[src/rtl/pipe_stage_reg_if.sv]
// ---------------------------------------------------------------------------
// pipe_stage_reg_if
// Valid/ready handshake bundle for one side of a pipeline boundary register.
//   valid : producer has an entry
//   ready : consumer can take it this cycle
//   ctrl  : control bundle (WB+M+EX), CTRL_W bits
//   data  : data bundle (operands, immediate, reg addresses, PC), DATA_W bits
// master = producer side, slave = consumer side.
// ---------------------------------------------------------------------------
interface pipe_stage_reg_if #(
    parameter int CTRL_W = 9,
    parameter int DATA_W = 143
);
    logic              valid;
    logic              ready;
    logic [CTRL_W-1:0] ctrl;
    logic [DATA_W-1:0] data;

    modport master (output valid, output ctrl, output data, input ready);
    modport slave  (input valid, input ctrl, input data, output ready);
endinterface

[src/rtl/pipe_stage_reg.sv]
// ---------------------------------------------------------------------------
// pipe_stage_reg
// Generic inter-stage pipeline register (IF/ID, ID/EX, EX/MEM, MEM/WB).
// Control bundle is zeroed on flush; data bundle holds its value.
// SKID=0 : single entry, combinational in_ready.
// SKID=1 : 2-entry skid buffer, in_ready driven from a flop.
//
// Ports:
//   clk       : clock, rising edge
//   rst_n     : asynchronous active-low reset
//   flush     : synchronous bubble insert, empties the stage
//   in_if     : upstream handshake (slave)  valid/ready/ctrl/data
//   out_if    : downstream handshake (master) valid/ready/ctrl/data
//   occupancy : number of entries held (0..2)
//
// Skid FSM (SKID=1):
//   state   | meaning
//   S_EMPTY | no entry held, occupancy 0
//   S_ONE   | main entry valid, occupancy 1
//   S_TWO   | main and skid entries valid, occupancy 2, in_ready low
// ---------------------------------------------------------------------------
module pipe_stage_reg #(
    parameter int CTRL_W = 9,
    parameter int DATA_W = 143,
    parameter int SKID   = 0
) (
    input  logic                    clk,
    input  logic                    rst_n,
    input  logic                    flush,
    pipe_stage_reg_if.slave         in_if,
    pipe_stage_reg_if.master        out_if,
    output logic [1:0]              occupancy
);

    logic              main_valid;
    logic [CTRL_W-1:0] main_ctrl;
    logic [DATA_W-1:0] main_data;
    logic              drain;

    assign drain        = main_valid & out_if.ready;
    assign out_if.valid = main_valid;
    // Downstream must always see a NOP bubble when nothing is valid.
    assign out_if.ctrl  = main_valid ? main_ctrl : '0;
    assign out_if.data  = main_data;

    if (SKID == 0) begin : g_single
        logic accept;

        assign in_if.ready = ~main_valid | out_if.ready;
        assign accept      = in_if.valid & in_if.ready;
        assign occupancy   = {1'b0, main_valid};

        always_ff @(posedge clk or negedge rst_n) begin
            if (!rst_n) begin
                main_valid <= 1'b0;
                main_ctrl  <= '0;
                main_data  <= '0;
            end else if (flush) begin
                main_valid <= 1'b0;
                main_ctrl  <= '0;
            end else if (accept) begin
                // Covers drain+accept too: entry is replaced with no bubble.
                main_valid <= 1'b1;
                main_ctrl  <= in_if.ctrl;
                main_data  <= in_if.data;
            end else if (drain) begin
                main_valid <= 1'b0;
            end
        end
    end else begin : g_skid
        typedef enum logic [1:0] {
            S_EMPTY = 2'd0,
            S_ONE   = 2'd1,
            S_TWO   = 2'd2
        } state_t;

        state_t            state_q;
        state_t            state_d;
        logic              rdy_q;
        logic              accept;
        logic              load_main;
        logic              load_skid;
        logic              shift;
        logic [CTRL_W-1:0] skid_ctrl;
        logic [DATA_W-1:0] skid_data;

        assign in_if.ready = rdy_q;
        assign accept      = in_if.valid & rdy_q;
        assign main_valid  = (state_q != S_EMPTY);
        assign occupancy   = (state_q == S_TWO) ? 2'd2 :
                             (state_q == S_ONE) ? 2'd1 : 2'd0;

        always_ff @(posedge clk or negedge rst_n) begin
            if (!rst_n) begin
                state_q <= S_EMPTY;
                rdy_q   <= 1'b0;
            end else begin
                state_q <= state_d;
                // Registered backward ready: low exactly when the next state is full.
                rdy_q   <= (state_d != S_TWO);
            end
        end

        always_comb begin
            state_d   = state_q;
            load_main = 1'b0;
            load_skid = 1'b0;
            shift     = 1'b0;
            if (flush) begin
                state_d = S_EMPTY;
            end else begin
                case (state_q)
                    S_EMPTY: begin
                        if (accept) begin
                            load_main = 1'b1;
                            state_d   = S_ONE;
                        end
                    end
                    S_ONE: begin
                        if (accept && drain) begin
                            load_main = 1'b1;
                        end else if (accept) begin
                            load_skid = 1'b1;
                            state_d   = S_TWO;
                        end else if (drain) begin
                            state_d   = S_EMPTY;
                        end
                    end
                    S_TWO: begin
                        if (drain) begin
                            shift   = 1'b1;
                            state_d = S_ONE;
                        end
                    end
                    default: state_d = S_EMPTY;
                endcase
            end
        end

        always_ff @(posedge clk or negedge rst_n) begin
            if (!rst_n) begin
                main_ctrl <= '0;
                main_data <= '0;
                skid_ctrl <= '0;
                skid_data <= '0;
            end else if (flush) begin
                main_ctrl <= '0;
                skid_ctrl <= '0;
            end else begin
                if (load_main) begin
                    main_ctrl <= in_if.ctrl;
                    main_data <= in_if.data;
                end else if (shift) begin
                    main_ctrl <= skid_ctrl;
                    main_data <= skid_data;
                    skid_ctrl <= '0;
                end
                if (load_skid) begin
                    skid_ctrl <= in_if.ctrl;
                    skid_data <= in_if.data;
                end
            end
        end
    end

endmodule

[src/flat_wrapper.sv]
// flat-port wrapper written by rule: the top's interface ports become plain ports
module pipe_stage_reg_flat 
#(
    parameter int CTRL_W = 9,
    parameter int DATA_W = 143,
    parameter int SKID   = 0
)
  (clk, rst_n, flush, occupancy, in_if_valid, in_if_ctrl, in_if_data, in_if_ready, out_if_valid, out_if_ctrl, out_if_data, out_if_ready);
  pipe_stage_reg_if #(.CTRL_W(CTRL_W), .DATA_W(DATA_W)) in_if_i ();
  pipe_stage_reg_if #(.CTRL_W(CTRL_W), .DATA_W(DATA_W)) out_if_i ();
  input  logic clk;
  input  logic rst_n;
  input  logic flush;
  output logic [1:0] occupancy;
  input wire logic [$bits(in_if_i.valid)-1:0] in_if_valid;
  input wire logic [$bits(in_if_i.ctrl)-1:0] in_if_ctrl;
  input wire logic [$bits(in_if_i.data)-1:0] in_if_data;
  output wire logic [$bits(in_if_i.ready)-1:0] in_if_ready;
  output wire logic [$bits(out_if_i.valid)-1:0] out_if_valid;
  output wire logic [$bits(out_if_i.ctrl)-1:0] out_if_ctrl;
  output wire logic [$bits(out_if_i.data)-1:0] out_if_data;
  input wire logic [$bits(out_if_i.ready)-1:0] out_if_ready;
  assign in_if_i.valid = in_if_valid;
  assign in_if_i.ctrl = in_if_ctrl;
  assign in_if_i.data = in_if_data;
  assign in_if_ready = in_if_i.ready;
  assign out_if_valid = out_if_i.valid;
  assign out_if_ctrl = out_if_i.ctrl;
  assign out_if_data = out_if_i.data;
  assign out_if_i.ready = out_if_ready;
  pipe_stage_reg #(.CTRL_W(CTRL_W), .DATA_W(DATA_W), .SKID(SKID)) u_core (.clk(clk), .rst_n(rst_n), .flush(flush), .in_if(in_if_i), .out_if(out_if_i), .occupancy(occupancy));
endmodule
[config.mk]
export PLATFORM = sky130hd
export DESIGN_NAME = pipe_stage_reg_flat
export DESIGN_NICKNAME = d
export VERILOG_FILES = /design/src/rtl/pipe_stage_reg_if.sv /design/src/rtl/pipe_stage_reg.sv /design/src/flat_wrapper.sv
export SDC_FILE = /design/constraint.sdc
export NUM_CORES = 1
export LEC_CHECK = 0
export CAP_MARGIN = 20
export CORE_MARGIN = 8
export CORE_UTILIZATION = 40
export CTS_BUF_LIST = sky130_fd_sc_hd__clkbuf_4 sky130_fd_sc_hd__clkbuf_8
export DETAILED_ROUTE_END_ITERATION = 16
export PLACE_DENSITY = 0.85
export SLEW_MARGIN = 10
export SYNTH_ARGS = -nofsm -noshare
export SYNTH_HDL_FRONTEND = slang
export SYNTH_SLANG_ARGS = --single-unit
[constraint.sdc]
create_clock -name clk -period 2 [get_ports clk]
set_input_delay 0.6 -clock clk [delete_from_list [all_inputs] [get_ports clk]]
set_output_delay 0.6 -clock clk [all_outputs]
set_load 0.03 [all_outputs]
==> impl_metrics.env, run 1 <==
export IMPL_violations="setup timing"
export IMPL_synth_avg_cell_area_um2=16.2
export IMPL_die_area_um2=18700
export IMPL_core_area_um2=14400
export IMPL_run_status="finished, violations left"
export IMPL_critPathMaxFanout=3
export IMPL_reg2reg_slack_ns=0.08
export IMPL_crit_path_start_kind="register"
export IMPL_overflow=0
export IMPL_synth_most_common_cell="dfrtp_1"
export IMPL_synth_edf_count=0
export IMPL_cts_tree="done"
export IMPL_syn_nets=517
export IMPL_grt_pass1_wl_um=26700
export IMPL_dp_hpwl_um=14100
export IMPL_drt_total_wl_um=17600
export IMPL_antenna_found_initial=0
export IMPL_nets=851
export IMPL_crit_path_top_delay_cell="dfrtp_2"
export IMPL_yosysWarningCount=0
export IMPL_cts_buffers=17
export IMPL_yosys_register_bits=153
export IMPL_critPathLaunch="u_core.out_if.valid"
export IMPL_die_width_um=137
export IMPL_p_per_area_nw_per_um2=938
export IMPL_drive_gt1_share_pct=20.7
export IMPL_start_util_pct=40.6
export IMPL_syn_area_um2=5830
export IMPL_max_freq_ghz=0.495
export IMPL_io_pins=313
export IMPL_r2r_start="u_core.out_if.valid"
export IMPL_synth_area_leader_cell="dfrtp_1"
export IMPL_grt_usage_pct=18.7
export IMPL_power_leakage_nw=4.24
export IMPL_maxCapViolCount=0
export IMPL_cts_buffer_depth=2
export IMPL_dpl_instance_area_um2=9250
export IMPL_insertedDiodeCount=0
export IMPL_crit_chain="buf_4 > and2_1 > clkdlybuf4s15_2"
export IMPL_rr_worst_depth=7
export IMPL_fin_crit_ns=2.02
export IMPL_synth_area_top_cells="dfrtp_1, mux2_2, mux2_1, buf_6, and2_1"
export IMPL_grt_max_degree=44
export IMPL_final_area_um2=9470
export IMPL_synthArstFlopShare_pct=100
export IMPL_area_growth_pct=62.4
export IMPL_drc=0
export IMPL_hold_class="input pin to asynchronous set/reset pin"
export IMPL_final_util_pct=65.9
export IMPL_drt_initial_drc_count=106
export IMPL_crit_end="out_if_ctrl[8]"
export IMPL_crit_path_end_kind="output port"
export IMPL_synth_commonest_cells="dfrtp_1, mux2_2, mux2_1"
export IMPL_clkLatencyLatePin_ns=0.42
export IMPL_clock_root_buffer="clkbuf_8"
export IMPL_critPathMaxStageDelay_ns=0.43
export IMPL_slew_violations=0
export IMPL_fin_ws_ns=-0.0200
export IMPL_ys_types=16
export IMPL_post_drt_wl_per_cell_um=19.8
export IMPL_worstReg2RegEnd="u_core.out_if.data[136]"
export IMPL_ys_flop_type="dfrtp_1"
export IMPL_numClockSinks=153
export IMPL_yosys_area_top_type_share_pct=65.7
export IMPL_cp_required_ns=1.40
export IMPL_fillers=1114
export IMPL_htreeDepth=4
export IMPL_vias_per_cell=4.77
export IMPL_gp_congestion=0.818
export IMPL_clk_pin_slew_ns=0.08
export IMPL_dr_pass1_iters=4
export IMPL_worstPathArrival_ns=1.42
export IMPL_hold_viol=0
export IMPL_ir_worst_vdd_v=0.000519
export IMPL_grt_pass1_vias=4835
export IMPL_finalPower_mw=8.88
export IMPL_yosysSeqAreaShare_pct=65.7
export IMPL_setup_violations_final=1
export IMPL_period_share_pct=101
export IMPL_rsz0062_at_grt="yes"
export IMPL_num_vias=4248
export IMPL_clock_skew_ns=0.00520
export IMPL_path_class="register to output port"
export IMPL_postRouteAntennaNets=0
export IMPL_rows=44
export IMPL_syn_inst=360
export IMPL_die_h_um=137
export IMPL_portBuffers=311
-- metal layers --
| metal | routed length (um) | global-route usage, % | part of all wire [%] |
|---|---|---|---|
| met1 | 6160 | 19.9 | 35 |
| met5 | 0 | 0 | 0 |
| met4 | 303 | 6.77 | 1.7 |
| met2 | 9120 | 32.7 | 52 |
| met3 | 2040 | 7.53 | 12 |
-- worst max-delay path: cells and delay by family (launching register included) --
kind | cells | cell delay [ns]
buffers and inverters | 2 | 0.43
AND/OR/NAND/NOR | 1 | 0.14
flip-flops | 1 | 0.43
-- power breakdown --
part | internal [mW] | switching, mW | leakage [nW] | total, mW
Clock | 1.14 | 1.10 | 0.187 | 2.25
Sequential | 3.60 | 0.248 | 1.81 | 3.84
Combinational | 1.14 | 1.65 | 2.24 | 2.79
-- cells by family after synthesis --
logic type,synth area share [%]
muxes,27.6
AOI/OAI and AO/OA,1.63
DFF,65.7
and+or+nand+nor,2.15
buffers and inverters,2.83
other,0.0643
-- sequential cells by signal, indices dropped and copies added, names as in the netlist --
signal,flops
u_core.out_if.data,143
u_core.out_if.valid,1
u_core.main_ctrl,9
-- how the worst min path moves through the flow --
stage	end	slack, ns	cells past startpoint
after detailed placement	u_core.out_if.data[105]	0.47	1
after CTS	u_core.out_if.data[80]	0.07	1
final	u_core.out_if.data[80]	0.09	1
after global routing	u_core.out_if.data[80]	0.09	1
after floorplan	u_core.main_ctrl[0]	0.30	0
after global placement	u_core.out_if.data[89]	0.47	1
-- repair_timing --
action	CTS	global route
resized for setup	175	10
endpoints found under the hold margin	0	0
setup endpoints to repair	154	6
hold buffers	0	0
setup buffers	2	1
-- through the flow --
stage               setup TNS [ns]  setup WS [ns]  hold slack, ns  std cells
floorplan                        0         0.0657           0.304        360
global placement            -36.78         -0.292           0.466        857
detailed placement          -37.00         -0.302           0.474        857
CTS                         -0.307         -0.115          0.0709        889
global route                -0.229        -0.0815          0.0866        890
finish                     -0.0200        -0.0200          0.0933        890
-- cell usage in the layout (no fill, tap or decap) --
cell,n
nand3_1,9
buf_6,2
bufinv_16,2
conb_1,1
clkinvlp_4,4
nor3_4,1
clkbuf_4,1
clkdlybuf4s50_1,154
dfrtp_1,152
clkinv_2,4
and2b_4,1
mux2_1,70
inv_2,2
mux2_2,73
clkbuf_8,18
a21oi_1,10
dlygate4sd2_1,146
clkdlybuf4s15_2,3
dfrtp_2,1
buf_4,21
o21ai_0,9
and2_1,9
buf_12,6
buf_2,5
clkinv_4,2
-- layout make-up --
cell class	count	area [um2]	share of cell area (%)
sequential	153	3830	40.5
timing repair buffer	337	3180	33.6
multi-input combinational	183	1840	19.4
clock buffer	19	255	2.70
tap	184	230	2.43
clock inverter	12	128	1.35
inverter	2	7.51	0.0793
(Power assumes the default switching activity.)
==> inputs of run 2 (changes only) <==
--- a/config.mk
+++ b/config.mk
@@ -6,12 +6,11 @@
 export NUM_CORES = 1
 export LEC_CHECK = 0
 export CAP_MARGIN = 20
-export CORE_MARGIN = 8
 export CORE_UTILIZATION = 40
 export CTS_BUF_LIST = sky130_fd_sc_hd__clkbuf_4 sky130_fd_sc_hd__clkbuf_8
 export DETAILED_ROUTE_END_ITERATION = 16
-export PLACE_DENSITY = 0.85
-export SLEW_MARGIN = 10
+export PLACE_DENSITY = 0.82
+export SLEW_MARGIN = 20
 export SYNTH_ARGS = -nofsm -noshare
 export SYNTH_HDL_FRONTEND = slang
 export SYNTH_SLANG_ARGS = --single-unit
==> run 2 against run 1 <==
  * The flow now finishes without violations
  * Final cell count down 0.90%
  * Global-route usage up 2.0 points
  * Routed wire length down 14%
  * Total power up 0.58%
  * Clock power up 4%
==> impl_metrics.env, run 2 (synthesized netlist as in run 1, its figures left out) <==
export IMPL_run_status="complete, no violations"
export IMPL_clock_root_buffer="clkbuf_8"
export IMPL_clock_skew_ns=0.0131
export IMPL_ir_worst_vdd_v=0.000597
export IMPL_power_leakage_nw=4.24
export IMPL_fin_cells=882
export IMPL_worstPathArrival_ns=1.34
export IMPL_cts_buffers=17
export IMPL_max_freq_ghz=0.516
export IMPL_grt_pass1_wl_um=23000
export IMPL_dpl_instance_area_um2=9280
export IMPL_die_h_um=123
export IMPL_finalPower_mw=8.93
export IMPL_r2r_start="u_core.out_if.valid"
export IMPL_grt_pass1_vias=4539
export IMPL_die_area_um2=15100
export IMPL_gp_congestion=0.755
export IMPL_largest_reg_flops=143
export IMPL_hold_class="input pin to asynchronous set/reset pin"
export IMPL_num_vias=4214
export IMPL_path_class="register to output port"
export IMPL_drive_gt1_share_pct=20.4
export IMPL_io_pins=313
export IMPL_area_growth_pct=63.1
export IMPL_overflow=0
export IMPL_seq_area_um2=3830
export IMPL_htreeDepth=4
export IMPL_clk_pin_slew_ns=0.08
export IMPL_dp_cells=848
export IMPL_clkLatencyLatePin_ns=0.44
export IMPL_crit_end="out_if_ctrl[3]"
export IMPL_postCtsHoldBufs=0
export IMPL_cts_buffer_depth=2
export IMPL_post_drt_wl_per_cell_um=17.2
export IMPL_slew_violations=0
export IMPL_cp_required_ns=1.40
export IMPL_antenna_found_initial=0
export IMPL_numClockSinks=153
export IMPL_setup_violations_final=0
export IMPL_final_util_pct=67.7
export IMPL_rr_worst_depth=6
export IMPL_critPathMaxFanout=7
export IMPL_die_width_um=123
export IMPL_hold_viol=0
export IMPL_fin_crit_ns=1.94
export IMPL_final_area_um2=9500
export IMPL_final_cell_mix="clkdlybuf4s50_1, dfrtp_1, dlygate4sd2_1"
export IMPL_rsz0062_at_grt="yes"
export IMPL_dp_hpwl_um=11600
export IMPL_fillers=1029
export IMPL_critPathLaunch="u_core.out_if.valid"
export IMPL_maxCapViolCount=0
export IMPL_worstReg2RegEnd="u_core.out_if.data[65]"
export IMPL_dr_pass1_iters=4
export IMPL_layout_commonest_cell="clkdlybuf4s50_1"
export IMPL_core_area_um2=14000
export IMPL_nets=846
export IMPL_portBuffers=311
export IMPL_cts_tree="done"
export IMPL_multi_input_area_um2=1840
export IMPL_p_per_area_nw_per_um2=940
export IMPL_crit_path_end_kind="output port"
export IMPL_rows=43
export IMPL_start_util_pct=41.5
export IMPL_insertedDiodeCount=0
export IMPL_drc=0
export IMPL_drt_total_wl_um=15200
export IMPL_postRouteAntennaNets=0
export IMPL_period_share_pct=96.9
export IMPL_grt_usage_pct=20.7
export IMPL_grt_max_degree=44
export IMPL_reg2reg_slack_ns=0.14
export IMPL_drt_initial_drc_count=128
export IMPL_vias_per_cell=4.78
export IMPL_crit_path_start_kind="register"
run 2: cell count changes in the layout (fill, tap and decap cells not counted), sizes merged:
cell,before,now
inv,2,3
buf,34,30
clkinvlp,4,3
dlygate4sd2,146,145
clkinv,6,5
clkdlybuf4s15,3,2
clkbuf,19,22
run 2: worst min path at each step:
| stage | from | to | slack [ns] | cells after the start |
|---|---|---|---|---|
| floorplan | rst_n | u_core.main_ctrl[0] | 0.30 | 0 |
| detailed placement | u_core.out_if.data[73] | u_core.out_if.data[73] | 0.47 | 1 |
| CTS | rst_n | u_core.out_if.data[105] | 0.05 | 1 |
| finish | rst_n | u_core.out_if.data[105] | 0.06 | 1 |
| global route | rst_n | u_core.out_if.data[108] | 0.06 | 1 |
| global placement | u_core.out_if.data[77] | u_core.out_if.data[77] | 0.47 | 1 |
run 2: per-layer routing:
metal / track usage [%] / wire length, um / vias to the layer above
met3: 8.88 / 1560 / 25
met2: 35.9 / 7900 / 205
li1: - / - / 1921
met5: 0 / 0 / -
met4: 8.54 / 323 / 0
met1: 21.8 / 5420 / 2063
run 2: timing repair:
action	4_1_cts	5_1_grt
setup endpoints to repair	155	9
setup buffers	3	0
resized for setup	179	28
run 2: stage by stage:
stage	TNS (ns)	setup slack (ns)	hold slack, ns
finish	0	0.0622	0.0649
global route	-0.0119	-0.0119	0.0591
CTS	-0.665	-0.112	0.0493
detailed placement	-40.96	-0.324	0.474
global placement	-35.68	-0.280	0.466
floorplan	0	0.0657	0.304
run 2: area by class of cell:
| cell class | count | area share [%] |
|---|---|---|
| clock inverters | 11 | 1.26 |
| repair buffers | 332 | 33.7 |
| clock buffers | 21 | 2.98 |
| inverters | 2 | 0.105 |
| well taps | 180 | 2.37 |
| flip-flops and latches | 153 | 40.3 |
| multi-input cells | 183 | 19.3 |
run 2: where the power goes:
part           switching [mW]  internal [mW]
Clock                    1.12           1.22
Sequential              0.238           3.60
Combinational            1.62           1.14
Total                    2.97           5.96
run 2: worst max-delay path, cell delays in order, from the launching register on:
cell and delay [ns]:
dfrtp_2 0.45, buf_6 0.14, and2_1 0.14, buf_2 0.17
==> RTL edit, RTL diff (flow settings as in run 1) <==
`CTRL_W` is set to 9 in 3 places; all go to 10.
--- a/src/rtl/pipe_stage_reg_if.sv
+++ b/src/rtl/pipe_stage_reg_if.sv
@@ -8,7 +8,7 @@
 // master = producer side, slave = consumer side.
 // ---------------------------------------------------------------------------
 interface pipe_stage_reg_if #(
-    parameter int CTRL_W = 9,
+    parameter int CTRL_W = 10,
     parameter int DATA_W = 143
 );
     logic              valid;
--- a/src/rtl/pipe_stage_reg.sv
+++ b/src/rtl/pipe_stage_reg.sv
@@ -20,7 +20,7 @@
 //   S_TWO   | main and skid entries valid, occupancy 2, in_ready low
 // ---------------------------------------------------------------------------
 module pipe_stage_reg #(
-    parameter int CTRL_W = 9,
+    parameter int CTRL_W = 10,
     parameter int DATA_W = 143,
     parameter int SKID   = 0
 ) (
--- a/src/flat_wrapper.sv
+++ b/src/flat_wrapper.sv
@@ -1,7 +1,7 @@
 // flat-port wrapper written by rule: the top's interface ports become plain ports
 module pipe_stage_reg_flat 
 #(
-    parameter int CTRL_W = 9,
+    parameter int CTRL_W = 10,
     parameter int DATA_W = 143,
     parameter int SKID   = 0
 )
Interface: changed (resized in_if_ctrl and out_if_ctrl); port bits go from 313 to 315. No check against the original RTL was run, so the function may have changed too.
==> RTL edit against run 1 <==
Synthesized cell count rose by 1.7%; hold slack got worse by 52 ps; worst setup slack got worse by 24 ps; largest cell class unchanged; wire length rose by 10%; via count rose by 3.6%; synthesized area rose by 0.36%; final cell count rose by 2.2%; register-to-register slack got worse by 80 ps; final area rose by 6.6%; the flow still finishes with violations (negative setup slack); sequential cell count rose by 1; combinational power rose by 9.0%; total power rose by 3.4%.
==> RTL edit: results (changes against run 1) <==
\begin{tabular}{lr}
\hline
Metric & Value \\
\hline
\multicolumn{2}{l}{\textbf{Power}} \\
\quad Static Leakage & 0.004590 uW (was 0.004236 uW) \\
\quad IR Drop Worst-Case VDD & 0.6296 mV (was 0.5195 mV) \\
\multicolumn{2}{l}{\textbf{Worst setup path}} \\
\quad Critical Path Fanout Max & 5 (was 3) \\
\quad Capturing point of the worst reg2reg path & u\_core.out\_if.data[26] (was u\_core.out\_if.data[136]) \\
\quad Worst setup slack for register-to-register paths & 0 ps (was 80 ps) \\
\quad FF-to-FF path depth & 8 (was 7) \\
\quad Data arrival time at the worst-slack endpoint & 1440 ps (was 1420 ps) \\
\multicolumn{2}{l}{\textbf{Global routing}} \\
\quad Via count of the first global-routing pass & 5037 (was 4835) \\
\quad First-pass GRT wire length & 27750 um (was 26730 um) \\
\quad Total GRT Usage & 0.1948 (was 0.1870) \\
\quad Maximum number of pins on one net before global-route repair & 57 (was 44) \\
\multicolumn{2}{l}{\textbf{Drt}} \\
\quad Total routed wirelength & 19420 um (was 17620 um) \\
\quad Vias & 4402 (was 4248) \\
\quad Drt initial violations & 146 (was 106) \\
\multicolumn{2}{l}{\textbf{Logic synthesis}} \\
\quad Post-synth top cells & sky130\_fd\_sc\_hd\_\_dfrtp\_1 (154), sky130\_fd\_sc\_hd\_\_mux2\_2 (73), sky130\_fd\_sc\_hd\_\_mux2\_1 (70) (was sky130\_fd\_sc\_hd\_\_dfrtp\_1 (153), sky130\_fd\_sc\_hd\_\_mux2\_2 (73), sky130\_fd\_sc\_hd\_\_mux2\_1 (70)) \\
\quad Net Count, Synth & 524 (was 517) \\
\quad Seq/Total Area, Yosys & 0.6588 (was 0.6569) \\
\quad Top post-synthesis cells by area & sky130\_fd\_sc\_hd\_\_dfrtp\_1 (66\%), sky130\_fd\_sc\_hd\_\_mux2\_2 (14\%), sky130\_fd\_sc\_hd\_\_mux2\_1 (13\%) (was sky130\_fd\_sc\_hd\_\_dfrtp\_1 (66\%), sky130\_fd\_sc\_hd\_\_mux2\_2 (14\%), sky130\_fd\_sc\_hd\_\_mux2\_1 (14\%)) \\
\multicolumn{2}{l}{\textbf{Clock tree}} \\
\quad Clock latency on the worst-skew pair & 440 ps (was 420 ps) \\
\multicolumn{2}{l}{\textbf{Timing}} \\
\quad Setup violations, final & 2 (was 1) \\
\quad Total Neg Setup Slack & -47.59 ps (was -20.00 ps) \\
\quad Setup WS post-layout & -43.56 ps (was -20.00 ps) \\
\multicolumn{2}{l}{\textbf{Status}} \\
\quad Violations in the final reports & negative setup slack (unchanged) \\
\quad Run status & finished, violations left (unchanged) \\
\multicolumn{2}{l}{\textbf{Cells and area}} \\
\quad Fraction of layout instances using a drive strength above 1 & 0.2590 (was 0.2068) \\
\multicolumn{2}{l}{\textbf{Placement}} \\
\quad Worst Setup Slack post-DPL & -359.9 ps (was -302.2 ps) \\
\hline
\end{tabular}
[RTL edit: area by class of cell]
type	instances	area share
Sequential cell	154	0.3817
Timing Repair Buffer	352	0.3541
Multi-Input combinational cell	187	0.2026
Clock buffer	19	0.02528
Tap cell	184	0.02280
Clock inverter	12	0.01252
Inverter	2	0.0009915
[RTL edit: logic make-up (layout without fill, tap and decap cells)]
kind of cell,count (synthesis),in the layout,synth area share
flops,154,154,0.6588
mux,143,143,0.2753
buf+inv,25,385,0.02395
simple gates,22,22,0.02332
compound gates,21,21,0.01797
other cells,1,1,0.0006411
[RTL edit: per-layer routing]
layer	routed length, um	vias up	track usage
met4	639	0	0.08690
met3	2130	43	0.09325
met2	9573	228	0.3391
met1	7075	2152	0.1933
met5	0	-	0
li1	-	1979	-
[RTL edit: worst min-delay path by stage]
| stage | to | cells past startpoint | startpoint | slack [ps] |
|---|---|---|---|---|
| 6_report | u_core.out_if.data[133] | 1 | rst_n | 40 |
| 5_1_grt | u_core.out_if.data[14] | 1 | rst_n | 20 |
| 4_1_cts | u_core.out_if.data[11] | 1 | rst_n | 30 |
| 3_5_place_dp | u_core.out_if.data[100] | 1 | u_core.out_if.data[100] | 470 |
| 3_3_place_gp | u_core.out_if.data[108] | 1 | u_core.out_if.data[108] | 470 |
| 2_1_floorplan | u_core.main_ctrl[0] | 0 | rst_n | 300 |
[RTL edit: timing repair]
| action | in CTS | in global routing |
|---|---|---|
| pin swaps | 0 | 1 |
| cloned | 0 | 7 |
| endpoints found under the setup margin | 150 | 15 |
| resized for setup | 171 | 60 |
| hold endpoints to repair | 0 | 0 |
| buffers inserted | 5 | 2 |
[RTL edit: stage by stage]
| stage | power, uW | hold WS [ps] |
|---|---|---|
| detailed placement | 7168 | 474.1 |
| floorplan | 5451 | 304.4 |
| finish | 9183 | 41.77 |
| CTS | 9091 | 26.16 |
| global route | 9607 | 19.69 |
| global placement | 7061 | 465.4 |
[RTL edit: critical path: stages, from the launching register on]
cell and delay, ps:
sky130_fd_sc_hd__dfrtp_1 390, sky130_fd_sc_hd__buf_6 130, sky130_fd_sc_hd__and2b_2 210, sky130_fd_sc_hd__buf_6 120
sky130_fd_sc_hd__inv_4 40, sky130_fd_sc_hd__buf_6 120
[RTL edit: power by group]
part | leakage [uW] | switching [uW] | internal, uW | total, uW
Combinational | 0.00258 | 1710 | 1330 | 3040
Sequential | 0.00183 | 260 | 3620 | 3880
Clock | 0.000183 | 1130 | 1140 | 2270
Total | 0.00459 | 3100 | 6080 | 9180
